`src/rtl/cork_pkg.sv`:
```
// Shared definitions for the cork reservoir stock manager.
// Holds the FSM state encodings and the default reservoir sizing.
// Optional build macro used by the slice: CORK_BATCH_EN (batch refill adds).
package cork_pkg;

  // Default reservoir sizing
  localparam int unsigned CAP_DEF    = 15;
  localparam int unsigned LOW_TH_DEF = 5;
  localparam int unsigned CNT_W_DEF  = 4;

  // FSM state encodings (also exported on state_o)
  localparam int unsigned ST_W = 2;
  localparam logic [ST_W-1:0] ST_OK    = 2'b00;
  localparam logic [ST_W-1:0] ST_LOW   = 2'b01;
  localparam logic [ST_W-1:0] ST_FULL  = 2'b10;
  localparam logic [ST_W-1:0] ST_FAULT = 2'b11;

endpackage

```
`src/rtl/edge_rise_det.sv`:
```
// One-bit rising-edge detector.
// Ports:
//   clk      - clock, rising edge
//   reset    - asynchronous, active-high; clears the history bit
//   i_sig    - level input
//   o_rise_c - combinational pulse: i_sig high now, low on the previous clock
module edge_rise_det (
  input  logic clk,
  input  logic reset,
  input  logic i_sig,
  output logic o_rise_c
);

  logic r_prev;

  // History of the input level, one clock behind
  always_ff @(posedge clk or posedge reset) begin
    if (reset) begin
      r_prev <= 1'b0;
    end else begin
      r_prev <= i_sig;
    end
  end

  assign o_rise_c = i_sig & ~r_prev;

endmodule

```
`src/rtl/cork_stock_manager.sv`:
```
// Cork reservoir stock manager: counts corks added/dispensed, raises a refill
// request with hysteresis, and latches a sticky fault on under/overflow.
// Build macro: CORK_BATCH_EN - each add event adds LOW_TH corks (saturating)
//              instead of a single cork.
// Ports:
//   clk, reset  - clock (rising edge), asynchronous active-high reset
//   disp_in     - dispensed level; each rising edge removes one cork
//   add_in      - added level; each rising edge adds corks
//   clr_err     - operator acknowledge, releases the FAULT state
//   stock       - current cork count
//   cork_avail  - stock != 0
//   refill_req  - request more corks
//   full        - stock == CAP
//   err         - sticky underflow/overflow fault
//   state_o     - current FSM state (OK/LOW/FULL/FAULT)
module cork_stock_manager
  import cork_pkg::*;
#(
  parameter int unsigned CAP    = CAP_DEF,
  parameter int unsigned LOW_TH = LOW_TH_DEF,
  parameter int unsigned CNT_W  = CNT_W_DEF
) (
  input  logic             clk,
  input  logic             reset,
  input  logic             disp_in,
  input  logic             add_in,
  input  logic             clr_err,
  output logic [CNT_W-1:0] stock,
  output logic             cork_avail,
  output logic             refill_req,
  output logic             full,
  output logic             err,
  output logic [ST_W-1:0]  state_o
);

  localparam logic [CNT_W-1:0] CAP_C = CNT_W'(CAP);
  localparam logic [CNT_W-1:0] LOW_C = CNT_W'(LOW_TH);

  logic [CNT_W-1:0] r_stock;
  logic [ST_W-1:0]  r_state;
  logic             r_err;
  logic             r_full;
  logic             r_avail;
  logic             r_refill;

  logic             w_disp_rise;
  logic             w_add_rise;
  logic [CNT_W-1:0] w_after_disp;
  logic [CNT_W-1:0] w_stock_nxt;
  logic             w_underflow;
  logic             w_overflow;
  logic             w_err_set;
  logic [ST_W-1:0]  w_state_nxt;
  logic             w_err_nxt;
  logic             w_full_nxt;
  logic             w_avail_nxt;
  logic             w_refill_nxt;
`ifdef CORK_BATCH_EN
  logic [CNT_W:0]   w_sum;
`endif

  // Event detection on the dispenser levels
  edge_rise_det u_disp_det (
    .clk      (clk),
    .reset    (reset),
    .i_sig    (disp_in),
    .o_rise_c (w_disp_rise)
  );

  edge_rise_det u_add_det (
    .clk      (clk),
    .reset    (reset),
    .i_sig    (add_in),
    .o_rise_c (w_add_rise)
  );

  // Next stock: the dispense is applied first, then the add, so an add in the
  // same cycle as an underflowing dispense still counts.
  always_comb begin
    w_after_disp = r_stock;
    w_underflow  = 1'b0;
    w_overflow   = 1'b0;
`ifdef CORK_BATCH_EN
    w_sum        = '0;
`endif
    if (w_disp_rise) begin
      if (r_stock == '0) begin
        w_underflow = 1'b1;
      end else begin
        w_after_disp = r_stock - CNT_W'(1);
      end
    end
    w_stock_nxt = w_after_disp;
    if (w_add_rise) begin
      if (w_after_disp == CAP_C) begin
        w_overflow = 1'b1;
      end
`ifdef CORK_BATCH_EN
      w_sum = {1'b0, w_after_disp} + (CNT_W+1)'(LOW_TH);
      if (w_sum >= (CNT_W+1)'(CAP)) begin
        w_stock_nxt = CAP_C;
      end else begin
        w_stock_nxt = w_sum[CNT_W-1:0];
      end
`else
      if (!w_overflow) begin
        w_stock_nxt = w_after_disp + CNT_W'(1);
      end
`endif
    end
  end

  assign w_err_set = w_underflow | w_overflow;

  // Next state and next registered outputs, all judged on the next stock
  always_comb begin
    w_state_nxt = r_state;
    w_err_nxt   = r_err;
    case (r_state)
      ST_OK: begin
        if (w_stock_nxt < LOW_C) begin
          w_state_nxt = ST_LOW;
        end else if (w_stock_nxt == CAP_C) begin
          w_state_nxt = ST_FULL;
        end
      end
      ST_LOW: begin
        // Hysteresis: a low reservoir is refilled all the way up
        if (w_stock_nxt == CAP_C) begin
          w_state_nxt = ST_FULL;
        end
      end
      ST_FULL: begin
        if (w_stock_nxt < LOW_C) begin
          w_state_nxt = ST_LOW;
        end else if (w_stock_nxt < CAP_C) begin
          w_state_nxt = ST_OK;
        end
      end
      ST_FAULT: begin
        if (clr_err) begin
          w_err_nxt   = 1'b0;
          w_state_nxt = (w_stock_nxt < LOW_C) ? ST_LOW : ST_OK;
        end
      end
      default: begin
        w_state_nxt = ST_LOW;
      end
    endcase
    // A new fault wins over any transition, including an acknowledge
    if (w_err_set) begin
      w_state_nxt = ST_FAULT;
      w_err_nxt   = 1'b1;
    end
    w_full_nxt   = (w_stock_nxt == CAP_C);
    w_avail_nxt  = (w_stock_nxt != '0);
    w_refill_nxt = (w_state_nxt == ST_LOW) ||
                   ((w_state_nxt == ST_FAULT) && (w_stock_nxt < LOW_C));
  end

  // State and output registers
  always_ff @(posedge clk or posedge reset) begin
    if (reset) begin
      r_stock  <= '0;
      r_state  <= ST_LOW;
      r_err    <= 1'b0;
      r_full   <= 1'b0;
      r_avail  <= 1'b0;
      r_refill <= 1'b1;
    end else begin
      r_stock  <= w_stock_nxt;
      r_state  <= w_state_nxt;
      r_err    <= w_err_nxt;
      r_full   <= w_full_nxt;
      r_avail  <= w_avail_nxt;
      r_refill <= w_refill_nxt;
    end
  end

  assign stock      = r_stock;
  assign state_o    = r_state;
  assign err        = r_err;
  assign full       = r_full;
  assign cork_avail = r_avail;
  assign refill_req = r_refill;

endmodule

```
`config.mk`:
```
export PLATFORM = sky130hd
export DESIGN_NAME = cork_stock_manager
export DESIGN_NICKNAME = d
export VERILOG_FILES = /design/src/rtl/cork_pkg.sv /design/src/rtl/edge_rise_det.sv /design/src/rtl/cork_stock_manager.sv
export SDC_FILE = /design/constraint.sdc
export NUM_CORES = 1
export LEC_CHECK = 0
export CORE_MARGIN = 2
export CORE_UTILIZATION = 40
export DETAILED_ROUTE_END_ITERATION = 10
export SYNTH_ARGS = -nofsm -noshare
export SYNTH_HDL_FRONTEND = slang
export SYNTH_HIERARCHICAL = 1
export SYNTH_SLANG_ARGS = --single-unit
export TNS_END_PERCENT = 20
```
`constraint.sdc`:
```
create_clock -name clk -period 4 [get_ports clk]
set_clock_uncertainty 0.05 [all_clocks]
set_input_delay 0.8 -clock clk [delete_from_list [all_inputs] [get_ports clk]]
set_output_delay 0.8 -clock clk [all_outputs]
set_load 0.02 [all_outputs]
```
* Word level (Yosys, flattened, before mapping)
Index checks and enable logic that the tools add are counted.
** Word-level totals
- Register bits :: 12
- Bits of input ports :: 5
** Cells by class
- $add $sub $neg :: 2
- Order comparisons :: 2
- Equal/unequal tests :: 7
- Mux-type cells :: 20
- Bitwise logic cells :: 5
- Reduce and logical (&&, ||, !) cells :: 8
** Operators with widths (count)
- $mux W4 :: 4
- $mux W2 :: 6
- $mux W1 :: 9
- $eq A4 B4 Y1 const B :: 2
- $pmux W2 S4 :: 1
- $eq A2 B2 Y1 const B :: 3
- $add A4 B1 Y4 const B :: 1
- $eq A2 B1 Y1 const B :: 2
- $logic_not A4 Y1 :: 1
- $lt A4 B3 Y1 const B :: 1
- $lt A4 B4 Y1 const B :: 1
- $reduce_bool A2 Y1 :: 2
- $reduce_bool A4 Y1 :: 1
- $sub A4 B1 Y4 const B :: 1
- $and A1 B1 Y1 :: 2
- $logic_not A2 Y1 :: 1
- $not A1 Y1 :: 2
- $reduce_and A2 Y1 :: 1
- $logic_and A1 B1 Y1 :: 1
- $logic_or A1 B1 Y1 :: 1
- $or A1 B1 Y1 :: 1

* Logic depth before layout (Yosys ltp)
- Depth after elaboration :: 16
- Gate-level depth with buffers :: 13
- Depth with buffers taken out :: 13

* By module
The synthesis kept the hierarchy.
** Modules (own cells, without submodules)
- cork_stock_manager :: times used 1, cells each 75, area an instance 710.7 um^2
- edge_rise_det :: times used 2, cells each 3, area an instance 42.5 um^2

* Worst setup path after synthesis
No wires, ideal clock.
- Path type :: flip-flop to flip-flop
- From :: reg r_stock[0], in the netlist stock[0]
- To :: reg r_state[0], in the netlist state_o[0]
- Library setup time :: 0.068 ns
- Data arrival time :: 3.090 ns
- Data required time :: 3.882 ns
- Path slack :: 0.792 ns
- Cell stages (with the launch flop) :: 14
- Period minus slack after synthesis :: 3.208 ns
- Path through :: dfrtp_1 -> inv_1 -> ha_1 -> or3b_4 -> nand2_1 -> mux2i_1 -> ha_1 -> nand2_1 -> or3_2 -> a31o_2 -> a21boi_0 -> o2111ai_1 -> inv_1 -> a2bb2oi_2
** On the way
- Longest elaborated chain between the ends :: 13
- Elaborated cells between the ends (all ways) :: 25
- Classes of those cells :: add/sub (2); order compare (2); eq/ne (2); mux (17); bitwise (1); reduce/logical (1)
** RTL lines
- from (decl) :: RTL line cork_stock_manager.sv:39 : logic [CNT_W-1:0] r_stock;
- from (signal assigned) :: RTL line cork_stock_manager.sv:171 : r_stock <= w_stock_nxt;
- $sub A4 B1 Y4 / $logic_not A4 Y1 (equally long branches) :: RTL line cork_stock_manager.sv:90, cork_stock_manager.sv:87
- $mux W4 :: RTL line cork_stock_manager.sv:87 : if (r_stock == '0) begin
- $mux W4 (*) :: RTL line cork_stock_manager.sv:86 : if (w_disp_rise) begin
- $eq A4 B4 Y1 :: RTL line cork_stock_manager.sv:95 : if (w_after_disp == CAP_C) begin
- $mux W1 :: RTL line cork_stock_manager.sv:95
- $mux W1 :: RTL line cork_stock_manager.sv:94 : if (w_add_rise) begin
- $mux W4 :: RTL line cork_stock_manager.sv:106 : if (!w_overflow) begin
- $mux W4 (*) :: RTL line cork_stock_manager.sv:94
- via w_stock_nxt[2] :: RTL line cork_stock_manager.sv:49 : logic [CNT_W-1:0] w_stock_nxt;
- $eq A4 B4 Y1 (*)
- via w_full_nxt :: RTL line cork_stock_manager.sv:55 : logic w_full_nxt;
- $mux W2 (*) :: RTL line cork_stock_manager.sv:123, cork_stock_manager.sv:129
- $mux W2 :: RTL line cork_stock_manager.sv:121 : if (w_stock_nxt < LOW_C) begin
- $pmux W2 S4 (*) :: RTL line cork_stock_manager.sv:119 : case (r_state)
- $mux W2 (*) :: RTL line cork_stock_manager.sv:151 : if (w_err_set) begin
- via w_state_nxt[0] :: RTL line cork_stock_manager.sv:53 : logic [ST_W-1:0] w_state_nxt;
- to (signal assigned) :: RTL line cork_stock_manager.sv:172 : r_state <= w_state_nxt;
- to (decl) :: RTL line cork_stock_manager.sv:40 : logic [ST_W-1:0] r_state;
The timed path passes the listed nets; every way through them passes the cells marked *. The select of a mux whose other input is x is not followed.
A chain may end at the register's enable or synchronous reset.

* Worst setup path after layout
- From :: in disp_in
- To :: reg r_state[0], in the netlist state_o[0]
** On the way
- Longest elaborated chain between the ends :: 12
- Elaborated cells between the ends (all ways) :: 22
- Classes of those cells :: add/sub (1); order compare (2); eq/ne (2); mux (15); bitwise (2)
** RTL lines
- from (decl) :: RTL line cork_stock_manager.sv:25 : input logic disp_in,
- $and A1 B1 Y1 (*) :: RTL line edge_rise_det.sv:25 : assign o_rise_c = i_sig & ~r_prev;
- via w_disp_rise :: RTL line cork_stock_manager.sv:46 : logic w_disp_rise;
- $mux W4 (*) :: RTL line cork_stock_manager.sv:86
- $eq A4 B4 Y1 :: RTL line cork_stock_manager.sv:95
- $mux W1 :: RTL line cork_stock_manager.sv:95
- $mux W1 :: RTL line cork_stock_manager.sv:94
- $mux W4 :: RTL line cork_stock_manager.sv:106
- $mux W4 (*) :: RTL line cork_stock_manager.sv:94
- via w_stock_nxt[2] :: RTL line cork_stock_manager.sv:49
- $eq A4 B4 Y1 (*)
- via w_full_nxt :: RTL line cork_stock_manager.sv:55
- $mux W2 (*) :: RTL line cork_stock_manager.sv:123, cork_stock_manager.sv:129
- $mux W2 :: RTL line cork_stock_manager.sv:121
- $pmux W2 S4 (*) :: RTL line cork_stock_manager.sv:119
- $mux W2 (*) :: RTL line cork_stock_manager.sv:151
- via w_state_nxt[0] :: RTL line cork_stock_manager.sv:53
Marks and branches as above.

==> impl_results.md <==
- IO Pins: 15
- Hold_ws: 425.0 ps
- Grt met2 use: 0.2466
- Status: completed
- Tot GR Track Use: 0.1622
- Hold buffers post-CTS: 0
- EDFF count, synth: 0
- Sequential share of the synthesized area: 0.3805
- Final setup viols: 0
- Clk buf depth: 2
- Fin. max-slew vios: 0
- Crit path kind: input port to flip-flop
- CTS tree: built
- Final period util: 0.8801
- Post-Route WL: 1.591 mm
- Syn_nets: 88
- Max-cap violations: 0
- Grt total ovfl: 0
- CTS sink cnt: 12
- Routing usage on met1: 0.1984
- Final hold violations: 0
- Number of global-route vias before repair: 658
- RSZ-0062 raised after global routing: no
- Placement row count: 16
- Placed cell count: 122
- Yosys reg bits: 12
- Tmin final: 3520 ps
- Clk slew on worst S/H paths: 80 ps
- Hold Crit Class: flip-flop to flip-flop
- Port Buf Inserts: 14
- Yosys warnings: 6
- Latest clock arrival within the worst-skew pair: 280 ps
- Die height: 48.60 um
- Setup crit end kind: flip-flop
- Core area: 0.001922 mm^2
- First-pass GRT wire length: 2.925 mm
- Drt drc: 0
- Initial antenna violation count: 0
- Max VDD drop: 364.8 uV
- CP required: 4160 ps
- Mapped Cells: 81
- 1st-pass router iterations: 4
- Avg WL per Cell: 12.63 um
- Share of layout cells above drive strength 1: 0.1919
- Highest-delay cell along the critical path: clkdlybuf4s50_1
- CP max FO: 8
- Tightest Pin Transition: 392.8 ps
- Total CTS buffers: 3
- Worst path bufs/invs: 2
- Initial core utilization: 0.4141
- Max stage delay on crit path: 470 ps
- GRT busiest layer: met2
- Final net count: 107
- CP arrival: 3680 ps
- Synth area leaders: dfrtp_1 31%, dfstp_2 6.6%, nand2_1 5.7%, mux2i_1 3.8%, inv_1 3.8%
- Max frequency: 284.1 MHz
- Slew headroom: 0.7307
- CP top delay family: simple AND/OR/NAND/NOR gates
- Mapped Area: 795.8 um^2
- Critical path's most frequent cell: nand2_1
- Worst Setup Start Kind: input port
- Final ANT Viol Nets: 0
- Top-count cell post-synth: nand2_1
- Vias: 650
- Post-CTS setup buffer count: 0
- Async set-reset flop share out of synthesis: 1.000
- Post-DP HPWL: 1.227 mm
- Leak Pwr: 0.4222 nW
- Cts repair resizes: 0
- Synth Flop Type: dfrtp_1
- H-tree levels: 1
- M3 GR Usage: 0.05556
- N_diodes: 0
- TNS Setup: 0 ps
- Largest net degree at the start of global routing: 11
- Post-synth cell types: 38
- Synth top area share: 0.3145
- Vias per Instance: 5.159
- DRT iter0 DRCs: 11
- CP Cell Sequence: clkdlybuf4s50_1 > nor2b_4 > nand2_1 > xnor2_1 > ha_1 > nand2_1 > or3_2 > a31o_2 > a21boi_0 > o2111ai_1 > inv_1 > a2bb2oi_2
- Synth area leader: dfrtp_1
- Clock tree root buffer cell: clkbuf_4
- Die ar.: 0.002362 mm^2
- Post-synth top cells: 12 x nand2_1, 10 x dfrtp_1, 8 x inv_1
- Overall Power: 0.0008109 W
- Final std cells w/o fill: 126
- Final GP Congestion: 0.7745
- Pwr Density: 809.1 mW/mm^2
- Die width: 48.60 um
- Average instance area after synthesis: 9.824 um^2
- Layout area overhead: 25.94%
per-stage QoR:
stage / setup slack, ps / util / cell area [um^2]
finish: 479.5 / 0.5215 / 1002
global route: 155.1 / 0.5215 / 1002
CTS: 460.1 / 0.5215 / 1002
detailed placement: 168.4 / 0.5026 / 965.9
global placement: 266.8 / 0.5026 / 965.9
floorplan: 791.6 / - / 795.8
flip-flops by register name, summed over array words and instances, names as in the netlist:
register / flops
cork_avail: 1
u_add_det/r_prev: 1
u_disp_det/r_prev: 1
full: 1
stock: 4
state_o: 2
refill_req: 1
err: 1
metal layers:
| layer | up-vias | wire (um) |
|---|---|---|
| met5 | - | 0 |
| met4 | 0 | 24 |
| met3 | 4 | 71 |
| met2 | 13 | 752 |
| met1 | 307 | 742 |
| li1 | 326 | - |
final cells by class:
| class | count | area [um^2] |
|---|---|---|
| tap | 27 | 33.78 |
| clock buffer | 4 | 36.28 |
| fill | 201 | 919.6 |
| inverter | 8 | 30.03 |
| multi-input combinational | 60 | 451.7 |
| sequential | 12 | 302.8 |
| timing repair buffer | 15 | 147.6 |
placed cells by master (no fill, tap or decap), drive strengths merged, types with 2 or more instances in the layout:
master	count
clkdlybuf4s50	14
nand2	12
dfrtp	10
inv	8
nor2	5
clkbuf	4
and2	3
mux2i	3
o21ai	3
a21boi	2
nand3	2
a211o	2
ha	2
dfstp	2
nor2b	2
or3	2
o21a	2
a31oi	2
cell families after synthesis:
family | after synthesis | share of synthesized area
xor+xnor | 2 | 0.02202
flops | 12 | 0.3805
mux | 4 | 0.05189
compound gates | 18 | 0.1934
fa+ha+maj | 2 | 0.03144
simple gates | 34 | 0.2689
buf+inv | 9 | 0.05189
final timing paths:
path / to / slack (ps) / from / cells after the start
setup / recovery: state_o[0]$_DFF_PP1_ / 480 / disp_in / 12
min in group asynchronous: u_add_det/r_prev$_DFF_PP0_ / 650 / reset / 2
max in group asynchronous: refill_req$_DFF_PP1_ / 2790 / reset / 2
hold / removal: err$_DFFE_PP0P_ / 420 / err$_DFFE_PP0P_ / 2
hold reg to reg: err$_DFFE_PP0P_ / 420 / err$_DFFE_PP0P_ / 2
setup reg to reg: state_o[0]$_DFF_PP1_ / 530 / stock[0]$_DFF_PP0_ / 13
power breakdown:
group | internal [W] | switching [W]
clock | 0.0000554 | 0.0000409
sequential | 0.000173 | 0.0000632
combinational | 0.000233 | 0.000246
worst register-to-register path: cells and delay by family, from the launching register on:
kind            cells  cell delay, ps
compound gates      4             760
simple gates        4            1100
buf+inv             2             240
flops               1             480
mux                 1             310
fa+ha+maj           2             470
(Power assumes the default switching activity.)
